<file path="config.mk">
export PLATFORM = sky130hd
export DESIGN_NAME = pcie_timer_bank
export DESIGN_NICKNAME = d
export VERILOG_FILES = /design/src/rtl/pcie_timer_pkg.sv /design/src/rtl/pcie_timer_channel.sv /design/src/rtl/pcie_timer_bank.sv
export SDC_FILE = /design/constraint.sdc
export NUM_CORES = 1
export LEC_CHECK = 0
export CAP_MARGIN = 20
export CORE_MARGIN = 8
export CORE_UTILIZATION = 60
export DETAILED_ROUTE_END_ITERATION = 8
export GPL_TIMING_DRIVEN = 0
export PLACE_DENSITY = 0.79
export SLEW_MARGIN = 15
export SYNTH_ARGS = -nofsm -noshare
export SYNTH_HDL_FRONTEND = slang
export SYNTH_HIERARCHICAL = 1
export SYNTH_SLANG_ARGS = --single-unit
</file>
<file path="constraint.sdc">
create_clock -name Pclk -period 3.4 [get_ports Pclk]
set_input_delay 0.85 -clock Pclk [delete_from_list [all_inputs] [get_ports Pclk]]
set_output_delay 0.85 -clock Pclk [all_outputs]
set_load 0.05 [all_outputs]
</file>
<file path="src/rtl/pcie_timer_pkg.sv">
// ============================================================================
//  Module      : pcie_timer_pkg
//  Description : Shared constants and helpers for the LTSSM timer bank.
//                These are the interval codes, the Gen codes, the Gen1 base
//                tick counts, the channel state encoding and the PIPE-width
//                shift helper.
//                Optional macro PCIE_TIMER_FAST_SIM_EN divides each nonzero
//                base count by 1024, with a floor of 1, to give short
//                simulation timeouts.
//  Revision    : 1.0  initial release
// ============================================================================
`default_nettype none

package pcie_timer_pkg;

  // Interval codes
  localparam logic [2:0] T0MS   = 3'b000;
  localparam logic [2:0] T12MS  = 3'b001;
  localparam logic [2:0] T24MS  = 3'b010;
  localparam logic [2:0] T48MS  = 3'b011;
  localparam logic [2:0] T2MS   = 3'b100;
  localparam logic [2:0] T8MS   = 3'b101;
  localparam logic [2:0] T1MS   = 3'b110;
  localparam logic [2:0] T100US = 3'b111;

  // Rate codes
  localparam logic [2:0] GEN1 = 3'b001;
  localparam logic [2:0] GEN2 = 3'b010;
  localparam logic [2:0] GEN3 = 3'b011;
  localparam logic [2:0] GEN4 = 3'b100;
  localparam logic [2:0] GEN5 = 3'b101;

  // Gen1 base counts in 32-bit-PIPE Pclk cycles (62.5 MHz); 22 bits hold the largest
  localparam int              c_base_w      = 22;
  localparam logic [21:0]     c_base_t0ms   = 22'd0;
  localparam logic [21:0]     c_base_t12ms  = 22'd750000;
  localparam logic [21:0]     c_base_t24ms  = 22'd1500000;
  localparam logic [21:0]     c_base_t48ms  = 22'd3000000;
  localparam logic [21:0]     c_base_t2ms   = 22'd125000;
  localparam logic [21:0]     c_base_t8ms   = 22'd500000;
  localparam logic [21:0]     c_base_t1ms   = 22'd62500;
  localparam logic [21:0]     c_base_t100us = 22'd6250;

  // Channel state encoding
  localparam logic [1:0] c_st_idle = 2'd0;
  localparam logic [1:0] c_st_run  = 2'd1;
  localparam logic [1:0] c_st_done = 2'd2;

  // Narrower PIPE data paths run Pclk faster, so they need more ticks
  function automatic logic [1:0] width_shift(input int pipewidth);
    case (pipewidth)
      32:      return 2'd0;
      16:      return 2'd1;
      default: return 2'd2;
    endcase
  endfunction

  // Base count for an interval code, optionally shortened for simulation
  function automatic logic [c_base_w-1:0] base_count(input logic [2:0] code);
    logic [c_base_w-1:0] b;
    case (code)
      T0MS:    b = c_base_t0ms;
      T12MS:   b = c_base_t12ms;
      T24MS:   b = c_base_t24ms;
      T48MS:   b = c_base_t48ms;
      T2MS:    b = c_base_t2ms;
      T8MS:    b = c_base_t8ms;
      T1MS:    b = c_base_t1ms;
      default: b = c_base_t100us;
    endcase
`ifdef PCIE_TIMER_FAST_SIM_EN
    if (b != '0) begin
      b = b >> 10;
      if (b == '0) b = {{(c_base_w-1){1'b0}}, 1'b1};
    end
`else
    b = b;
`endif
    return b;
  endfunction

endpackage

`default_nettype wire

</file>
<file path="src/rtl/pcie_timer_channel.sv">
// ============================================================================
//  Module      : pcie_timer_channel
//  Description : One LTSSM timeout channel. It is an IDLE/RUN/DONE FSM with a
//                tick counter. The interval is scaled by rate and PIPE width,
//                saturated to CNT_WIDTH, and latched at Start.
//                Honours PCIE_TIMER_FAST_SIM_EN through pcie_timer_pkg.
//  Revision    : 1.0  initial release
// ============================================================================
`default_nettype none

module pcie_timer_channel
  import pcie_timer_pkg::*;
#(
  parameter int CNT_WIDTH      = 32,
  parameter int GEN1_PIPEWIDTH = 8,
  parameter int GEN2_PIPEWIDTH = 8,
  parameter int GEN3_PIPEWIDTH = 8,
  parameter int GEN4_PIPEWIDTH = 8,
  parameter int GEN5_PIPEWIDTH = 8
) (
  input  logic       Pclk,
  input  logic       Reset,
  input  logic [2:0] Gen,
  input  logic       Enable,
  input  logic       Start,
  input  logic       Stop,
  input  logic       Periodic,
  input  logic [2:0] IntervalCode,
  output logic       Running,
  output logic       TimeOut,
  output logic       Expired
);

  // At least 30 bits, so that a 22-bit base shifted left by up to 6 never loses bits
  localparam int CALC_W = (CNT_WIDTH + 8 > 30) ? (CNT_WIDTH + 8) : 30;

  localparam logic [1:0] c_ws_gen1 = width_shift(GEN1_PIPEWIDTH);
  localparam logic [1:0] c_ws_gen2 = width_shift(GEN2_PIPEWIDTH);
  localparam logic [1:0] c_ws_gen3 = width_shift(GEN3_PIPEWIDTH);
  localparam logic [1:0] c_ws_gen4 = width_shift(GEN4_PIPEWIDTH);
  localparam logic [1:0] c_ws_gen5 = width_shift(GEN5_PIPEWIDTH);
  localparam logic [CNT_WIDTH-1:0] c_tick_one = {{(CNT_WIDTH-1){1'b0}}, 1'b1};

  logic [1:0]           r_state;
  logic [1:0]           w_state_nxt;
  logic [CNT_WIDTH-1:0] r_tick;
  logic [CNT_WIDTH-1:0] r_interval;
  logic [CNT_WIDTH-1:0] w_interval;
  logic                 r_periodic;
  logic                 r_timeout;
  logic                 r_expired;
  logic [2:0]           w_gen_shift;
  logic [1:0]           w_width_shift;
  logic [2:0]           w_shift;
  logic [c_base_w-1:0]  w_base;
  logic [CALC_W-1:0]    w_scaled;
  logic                 w_sat;
  logic                 w_hit;

  // Map the current rate onto its generation and PIPE-width shift amounts (unknown codes act as Gen1)
  always_comb begin
    w_gen_shift   = 3'd0;
    w_width_shift = c_ws_gen1;
    case (Gen)
      GEN2:    begin w_gen_shift = 3'd1; w_width_shift = c_ws_gen2; end
      GEN3:    begin w_gen_shift = 3'd2; w_width_shift = c_ws_gen3; end
      GEN4:    begin w_gen_shift = 3'd3; w_width_shift = c_ws_gen4; end
      GEN5:    begin w_gen_shift = 3'd4; w_width_shift = c_ws_gen5; end
      default: ;
    endcase
  end

  // Scale the base count in a wide datapath, then clamp it to the counter width
  always_comb begin
    w_base     = base_count(IntervalCode);
    w_shift    = w_gen_shift + {1'b0, w_width_shift};
    w_scaled   = {{(CALC_W-c_base_w){1'b0}}, w_base} << w_shift;
    w_sat      = |w_scaled[CALC_W-1:CNT_WIDTH];
    w_interval = w_sat ? {CNT_WIDTH{1'b1}} : w_scaled[CNT_WIDTH-1:0];
  end

  // The comparison does not depend on Enable, so a zero interval expires after one cycle
  assign w_hit = (r_state == c_st_run) && (r_tick >= r_interval);

  // State register
  always_ff @(posedge Pclk or posedge Reset) begin
    if (Reset) r_state <= c_st_idle;
    else       r_state <= w_state_nxt;
  end

  // Next state: Start beats Stop; a hit retires one-shot channels to DONE
  always_comb begin
    w_state_nxt = r_state;
    if (Start)      w_state_nxt = c_st_run;
    else if (Stop)  w_state_nxt = c_st_idle;
    else if (w_hit) w_state_nxt = r_periodic ? c_st_run : c_st_done;
  end

  // Tick counter, latched interval and mode, and registered expiry flags
  always_ff @(posedge Pclk or posedge Reset) begin
    if (Reset) begin
      r_tick     <= '0;
      r_interval <= '0;
      r_periodic <= 1'b0;
      r_timeout  <= 1'b0;
      r_expired  <= 1'b0;
    end else begin
      r_expired <= 1'b0;
      if (Start) begin
        r_tick     <= '0;
        r_interval <= w_interval;
        r_periodic <= Periodic;
        r_timeout  <= 1'b0;
      end else if (Stop) begin
        r_tick    <= '0;
        r_timeout <= 1'b0;
      end else if (r_state == c_st_run) begin
        if (w_hit) begin
          r_expired <= 1'b1;
          r_timeout <= 1'b1;
          if (r_periodic) r_tick <= '0;
        end else begin
          r_timeout <= 1'b0;
          if (Enable) r_tick <= r_tick + c_tick_one;
        end
      end
    end
  end

  // Outputs decoded from flops only
  always_comb begin
    Running = (r_state == c_st_run);
    TimeOut = r_timeout;
    Expired = r_expired;
  end

endmodule

`default_nettype wire

</file>
<file path="src/rtl/pcie_timer_bank.sv">
// ============================================================================
//  Module      : pcie_timer_bank
//  Description : A bank of NUM_TIMERS independent LTSSM timeout channels that
//                share Pclk, Reset, Gen and Enable.
//                Optional macro PCIE_TIMER_FAST_SIM_EN selects shortened base
//                counts for simulation.
//  Revision    : 1.0  initial release
// ============================================================================
`default_nettype none

module pcie_timer_bank
  import pcie_timer_pkg::*;
#(
  parameter int NUM_TIMERS     = 4,
  parameter int CNT_WIDTH      = 32,
  parameter int GEN1_PIPEWIDTH = 8,
  parameter int GEN2_PIPEWIDTH = 8,
  parameter int GEN3_PIPEWIDTH = 8,
  parameter int GEN4_PIPEWIDTH = 8,
  parameter int GEN5_PIPEWIDTH = 8
) (
  input  logic                    Pclk,
  input  logic                    Reset,
  input  logic [2:0]              Gen,
  input  logic                    Enable,
  input  logic [NUM_TIMERS-1:0]   Start,
  input  logic [NUM_TIMERS-1:0]   Stop,
  input  logic [NUM_TIMERS-1:0]   Periodic,
  input  logic [3*NUM_TIMERS-1:0] IntervalCode,
  output logic [NUM_TIMERS-1:0]   Running,
  output logic [NUM_TIMERS-1:0]   TimeOut,
  output logic [NUM_TIMERS-1:0]   Expired
);

  // One channel per timer; each takes its own slice of the per-channel buses
  for (genvar i = 0; i < NUM_TIMERS; i++) begin : g_chan
    pcie_timer_channel #(
      .CNT_WIDTH      (CNT_WIDTH),
      .GEN1_PIPEWIDTH (GEN1_PIPEWIDTH),
      .GEN2_PIPEWIDTH (GEN2_PIPEWIDTH),
      .GEN3_PIPEWIDTH (GEN3_PIPEWIDTH),
      .GEN4_PIPEWIDTH (GEN4_PIPEWIDTH),
      .GEN5_PIPEWIDTH (GEN5_PIPEWIDTH)
    ) u_chan (
      .Pclk         (Pclk),
      .Reset        (Reset),
      .Gen          (Gen),
      .Enable       (Enable),
      .Start        (Start[i]),
      .Stop         (Stop[i]),
      .Periodic     (Periodic[i]),
      .IntervalCode (IntervalCode[3*i +: 3]),
      .Running      (Running[i]),
      .TimeOut      (TimeOut[i]),
      .Expired      (Expired[i])
    );
  end

endmodule

`default_nettype wire
</file>
Word-level counts from Yosys, hierarchy flattened
Index checks and enable logic that the tools add are counted.
{"block": "totals", "elab_cells": 178, "input_bits": 30, "ff_bits": 276}
{"block": "op_classes", "n_eq_ne": 36, "n_reduce_logical": 28, "shifts": 4, "mux": 77, "order_cmp": 4, "addsub": 5}
{"op": "32-bit two-way mux", "n": 28}
{"op": "22-bit case mux with 7 select lines", "n": 4}
{"op": "22-bit by 3-bit << shifter with 40-bit output", "n": 4}
{"op": "32-bit by 1-bit adder with 32-bit output, second input constant", "n": 4}
{"op": "32-bit greater-or-equal comparator", "n": 4}
{"op": "3-bit equality test, second input constant", "n": 14}
{"op": "2-bit two-way mux", "n": 16}
{"op": "8-bit OR reduction", "n": 4}
{"op": "3-bit by 2-bit equality test with 1-bit output, second input constant", "n": 10}
{"op": "1-bit two-way mux", "n": 28}
{"op": "3-bit nonzero test", "n": 8}
{"op": "4-bit by 3-bit inequality test with 1-bit output, second input constant", "n": 4}
{"op": "4-bit nonzero test", "n": 4}
{"op": "3-bit by 1-bit equality test with 1-bit output, second input constant", "n": 4}
{"op": "3-bit zero test", "n": 4}
{"op": "3-bit case mux with 4 select lines", "n": 1}
{"op": "3-bit AND reduction", "n": 4}
{"op": "2-bit by 1-bit equality test with 1-bit output, second input constant", "n": 4}
{"op": "1-bit logical AND", "n": 4}
{"op": "3-bit by 2-bit adder with 3-bit output, second input constant", "n": 1}

Longest topological paths before layout
{"block": "depth", "word_depth": 6, "ltp_mapped": 11, "mapped_depth_nobuf": 9}

By module
The synthesis kept the hierarchy.
{"mod": "pcie_timer_channel at g_chan[0].u_chan ...", "area_per_inst_um2": 4968.5, "n_inst": 3, "seq_area_each_um2": 1626.6, "cells_per_inst": 635}
{"mod": "pcie_timer_channel at g_chan[1].u_chan", "area_per_inst_um2": 5096.1, "n_inst": 1, "seq_area_each_um2": 1626.6, "cells_per_inst": 629}

Worst setup path before layout
Ideal clock, no wire load.
{"block": "synth_timing", "path_type": "reg2reg", "startpoint": "register g_chan[0].u_chan.r_tick[25]", "endpoint": "register g_chan[0].u_chan.r_tick[11]", "n_path_buf": 0, "arrival_ns": 2.549, "path_stages_with_launch": 9, "setup_slack_ns": 0.730, "setup_time_ns": 0.122, "synth_period_minus_slack_ns": 2.670, "cell_sequence": "dfrtp_1 > ha_1 > a21o_1 > a211oi_1 > o21a_1 > nand2_1 > or3_4 > or4_1 > a32o_1"}
{"block": "synth_between", "elab_chain_len": 6}
{"element": "start, declared", "line_no": "pcie_timer_channel.sv:46", "rtl": "logic [CNT_WIDTH-1:0] r_tick;"}
{"element": "start signal, assigned", "line_no": "pcie_timer_channel.sv:124", "rtl": "if (Enable) r_tick <= r_tick + c_tick_one;"}
{"element": "32-bit greater-or-equal comparator (*)", "line_no": "pcie_timer_channel.sv:83", "rtl": "assign w_hit = (r_state == c_st_run) && (r_tick >= r_interval);"}
{"element": "1-bit logical AND (*)", "line_no": "pcie_timer_channel.sv:83"}
{"element": "32-bit two-way mux", "line_no": "pcie_timer_channel.sv:118", "rtl": "if (w_hit) begin"}
{"element": "32-bit two-way mux", "line_no": "pcie_timer_channel.sv:117", "rtl": "end else if (r_state == c_st_run) begin"}
{"element": "32-bit two-way mux", "line_no": "pcie_timer_channel.sv:114", "rtl": "end else if (Stop) begin"}
{"element": "32-bit two-way mux", "line_no": "pcie_timer_channel.sv:109", "rtl": "if (Start) begin"}
Mark *: on every way between the ends. The rest lies on a longest branch, timed or not. The select of a mux whose other input is x is not followed.
A chain may end at the register's enable or synchronous reset.

Worst setup path after layout
{"block": "layout_timing", "startpoint": "register g_chan[1].u_chan.r_state[1]", "endpoint": "output port Running[1]"}
{"block": "layout_between", "elab_chain_len": 1}
{"element": "start, declared", "line_no": "pcie_timer_channel.sv:44", "rtl": "logic [1:0] r_state;"}
{"element": "start signal, assigned", "line_no": "pcie_timer_channel.sv:87", "rtl": "if (Reset) r_state <= c_st_idle;"}
{"element": "start signal, assigned", "line_no": "pcie_timer_channel.sv:88", "rtl": "else r_state <= w_state_nxt;"}
{"element": "2-bit by 1-bit equality test with 1-bit output", "line_no": "pcie_timer_channel.sv:132", "rtl": "Running = (r_state == c_st_run);"}
{"element": "end, declared", "line_no": "pcie_timer_bank.sv:30", "rtl": "output logic [NUM_TIMERS-1:0] Running,"}
Every way passes these cells.

==> metrics.txt <==
# TYPE chip_impl_metric gauge
chip_impl_metric{name="final-max-slew-violation-count",unit=""} 0
chip_impl_metric{name="layout.nets",unit=""} 2752
chip_impl_metric{name="r2r_slack",unit="ps"} 210
chip_impl_metric{name="grt_max_degree",unit=""} 49
chip_impl_info{name="most_frequent_cells_in_the_layout",value="343 x nand2_1, 260 x dfrtp_1, 183 x a21oi_1"} 1
chip_impl_metric{name="synth_async_sr_flop_share",unit=""} 1.000
chip_impl_metric{name="grt_pass1_wl",unit="mm"} 105.9
chip_impl_metric{name="synth_edf_count",unit=""} 0
chip_impl_metric{name="drt-total-wl",unit="mm"} 65.15
chip_impl_metric{name="gr-usage-met2",unit=""} 0.5366
chip_impl_metric{name="utilization",unit=""} 0.6653
chip_impl_metric{name="use_met3",unit=""} 0.05769
chip_impl_metric{name="cts.path.max_buffers",unit=""} 3
chip_impl_metric{name="filler_cell_count",unit=""} 2816
chip_impl_metric{name="grt_antenna_before_repair",unit=""} 1
chip_impl_info{name="crit-reg2reg-launch",value="g_chan[2].u_chan/r_tick[26]"} 1
chip_impl_metric{name="dp_hpwl",unit="mm"} 48.11
chip_impl_metric{name="drive_gt1_frac",unit=""} 0.05676
chip_impl_metric{name="drt_pre_antenna_iters",unit=""} 7
chip_impl_metric{name="synth_top_cell_area_share",unit=""} 0.3253
chip_impl_metric{name="pwr_density_cell",unit="nW/um^2"} 383.0
chip_impl_metric{name="syn_area",unit="um^2"} 20000
chip_impl_info{name="tritoncts_clock_tree",value="built"} 1
chip_impl_metric{name="drc",unit=""} 0
chip_impl_info{name="timing.critical_path.from_type",value="register"} 1
chip_impl_info{name="beginning_of_the_critical_path",value="g_chan[1].u_chan/r_state[1]"} 1
chip_impl_metric{name="clk-insertion-delay-late",unit="ps"} 580
chip_impl_info{name="cp_endpoint_kind",value="output pin"} 1
chip_impl_metric{name="die_y",unit="um"} 198.6
chip_impl_metric{name="synth.ff_latch_count",unit=""} 260
chip_impl_metric{name="cts_htree_levels",unit=""} 1
chip_impl_metric{name="timing.clock.skew",unit="ps"} 19.56
chip_impl_metric{name="detailedRoute.firstIterationViolations",unit=""} 2455
chip_impl_metric{name="globalRouteTotalUtil",unit=""} 0.3249
chip_impl_metric{name="timing.max_cap.violations",unit=""} 0
chip_impl_metric{name="worst-slew-pin-transition",unit="ps"} 1020
chip_impl_info{name="synthTopCellsByArea",value="dfrtp_1 33%, ha_1 7.3%, nand2_1 6.4%, a21oi_1 4.6%, nand3_1 3.9%"} 1
chip_impl_info{name="min_path_type",value="reg -> reg"} 1
chip_impl_info{name="rsz0062_at_grt",value="false"} 1
chip_impl_metric{name="io-pin-count",unit=""} 42
chip_impl_metric{name="arrival",unit="ps"} 2400
chip_impl_metric{name="coreArea",unit="um^2"} 33200
chip_impl_info{name="r2r-end",value="g_chan[2].u_chan/r_tick[17]"} 1
chip_impl_metric{name="worst_path_maximum_fanout",unit=""} 7
chip_impl_metric{name="ff2ff_path_depth",unit=""} 9
chip_impl_metric{name="n_antenna_cell",unit=""} 0
chip_impl_metric{name="part_of_the_yosys_area_used_for_sequential_elements",unit=""} 0.3253
chip_impl_metric{name="worst_ep_required_time",unit="ps"} 2550
chip_impl_metric{name="post-route-period-util",unit=""} 0.9550
chip_impl_metric{name="via_per_inst",unit=""} 6.860
chip_impl_info{name="grt_most_used_layer",value="met2"} 1
chip_impl_info{name="critical_path_class",value="reg -> out"} 1
chip_impl_metric{name="tritoncts_buffers",unit=""} 30
chip_impl_metric{name="path_clk_slew",unit="ps"} 60
chip_impl_metric{name="num_vias",unit=""} 21080
chip_impl_metric{name="max_freq",unit="GHz"} 0.3080
chip_impl_metric{name="power",unit="W"} 0.008459
chip_impl_metric{name="antenna_violating_nets_post_route",unit=""} 0
chip_impl_metric{name="synth.lib_cells_used.distinct",unit=""} 78
chip_impl_metric{name="die_x",unit="um"} 198.6
chip_impl_info{name="yosys.area.top_type",value="dfrtp_1"} 1
chip_impl_metric{name="placement_rows",unit=""} 67
chip_impl_metric{name="slew_headroom",unit=""} 0.3140
chip_impl_metric{name="final_setup_violation_count",unit=""} 0
chip_impl_metric{name="full_die_area",unit="um^2"} 39430
chip_impl_metric{name="timing_hold_violations_final",unit=""} 0
chip_impl_metric{name="routedWlPerCell",unit="um"} 21.20
chip_impl_metric{name="port-buffer-count",unit=""} 36
chip_impl_metric{name="post-cts-setup-buffer-count",unit=""} 0
chip_impl_metric{name="grt.met1_usage",unit=""} 0.4168
chip_impl_metric{name="start_util",unit=""} 0.6025
chip_impl_info{name="outcome",value="completed"} 1
chip_impl_metric{name="count_of_synthesis_stage_warnings_from_yosys",unit=""} 6
chip_impl_info{name="final_common_cell",value="nand2_1"} 1
chip_impl_info{name="most_used_flip_flop_cell_after_synthesis",value="dfrtp_1"} 1
chip_impl_metric{name="area.growth.synth_to_final",unit="%"} 10.43
chip_impl_metric{name="leakage",unit="nW"} 9.341
chip_impl_info{name="clock_root_buffer",value="clkbuf_16"} 1
chip_impl_info{name="worstSetupEndpoint",value="Running[1]"} 1
chip_impl_metric{name="final_period_minus_worst_setup_slack",unit="ps"} 3247
chip_impl_metric{name="synthesis.area_per_instance",unit="um^2"} 7.893
chip_impl_metric{name="clock_sinks",unit=""} 260
chip_impl_metric{name="syn-instance-count",unit=""} 2534
chip_impl_metric{name="first_global_vias",unit=""} 20140
chip_impl_metric{name="grt_remaining_overflow",unit=""} 0
chip_impl_metric{name="synth_nets",unit=""} 2680
chip_impl_metric{name="finalWeightedCongestion",unit=""} 0.9854
chip_impl_metric{name="max-vdd-ir-drop",unit="uV"} 442.2
-- cell usage after synthesis (36+ instances only) --
cell type / instances
inv_1: 184
or3_1: 36
o21ai_0: 147
nand4_1: 55
a21oi_1: 183
o221ai_1: 48
a22oi_1: 44
a211oi_1: 41
nor3_1: 70
and3_1: 52
dfrtp_1: 260
nand3_1: 154
nor2_1: 145
clkbuf_1: 93
nand2_1: 343
mux2i_1: 38
ha_1: 116
nor4_1: 38
-- stage by stage --
step           instances  TNS [ps]  setup WS [ps]  instance area (um^2)  hold WS (ps)
6_report            3073         0          152.9                 22090         480.6
5_1_grt             3073         0          27.74                 22090         512.5
4_1_cts             3073         0          20.83                 22080         478.6
3_5_place_dp        3022    -57630         -873.3                 21020         465.7
3_3_place_gp        3018   -161660          -1154                 20920         465.0
2_1_floorplan       2534         0          729.7                 20000         448.3
-- per-layer routing --
layer / share of wire / up-vias
li1: - / 9583
met1: 0.39 / 9966
met2: 0.47 / 1303
met3: 0.094 / 226
met4: 0.042 / 2
met5: 0.00015 / -
-- registers in the layout (all words and copies together), names as in the netlist --
name	cells
g_chan.u_chan/Expired	4
g_chan.u_chan/TimeOut	4
g_chan.u_chan/r_state	8
g_chan.u_chan/r_tick	128
g_chan.u_chan/r_periodic	4
g_chan.u_chan/r_interval	112
-- worst max-delay path: stages (launching register included) --
cell             delay (ps)
dfrtp_1                 390
nand2b_1                300
inv_1                   260
clkdlybuf4s50_1         860
-- area by class of cell --
type,count,area [um^2],share of cell area
sequential,260,6506,0.2946
inverter,188,715.7,0.03240
clock buffer,40,858.3,0.03886
tap,448,560.5,0.02538
buffer,143,584.3,0.02645
timing repair buffer,40,445.4,0.02017
multi-input combinational,1943,12210,0.5530
clock inverter,11,202.7,0.009177
-- worst min path at each step --
| stage | cells after the start | startpoint | end | slack, ps |
|---|---|---|---|---|
| after CTS | 2 | g_chan[0].u_chan/r_interval[2] | g_chan[0].u_chan/r_interval[2] | 480 |
| final | 2 | g_chan[0].u_chan/r_interval[28] | g_chan[0].u_chan/r_interval[28] | 480 |
| after global routing | 2 | g_chan[1].u_chan/r_interval[18] | g_chan[1].u_chan/r_interval[18] | 510 |
| after floorplan | 2 | g_chan[0].u_chan/r_interval[28] | g_chan[0].u_chan/r_interval[28] | 450 |
| after global placement | 2 | g_chan[0].u_chan/r_interval[28] | g_chan[0].u_chan/r_interval[28] | 470 |
| after detailed placement | 2 | g_chan[0].u_chan/r_interval[2] | g_chan[0].u_chan/r_interval[2] | 470 |
-- repair_timing --
item                                    4_1_cts  5_1_grt
endpoints found under the setup margin       16       22
gates resized for setup                       2        5
endpoints found under the hold margin         0        0
hold buffers                                  0        0
-- cells by family (layout without fill, tap and decap cells) --
group / after synthesis / in the layout / synth area share
AO/OA/AOI/OAI: 736 / 736 / 0.2486
adder cells (fa/ha/maj): 116 / 116 / 0.07256
multiplexers: 39 / 39 / 0.01958
AND/OR/NAND/NOR: 1036 / 1036 / 0.2625
buffers and inverters: 331 / 422 / 0.06449
flip-flops: 260 / 260 / 0.3253
XOR/XNOR: 16 / 16 / 0.007006
-- power by group --
group,internal (W),total [W],switching (W)
combinational,0.000520,0.00165,0.00113
clock,0.00214,0.00348,0.00134
sequential,0.00325,0.00333,0.0000772
total,0.00591,0.00846,0.00255
No activity file was read; power rests on OpenSTA's default activity.
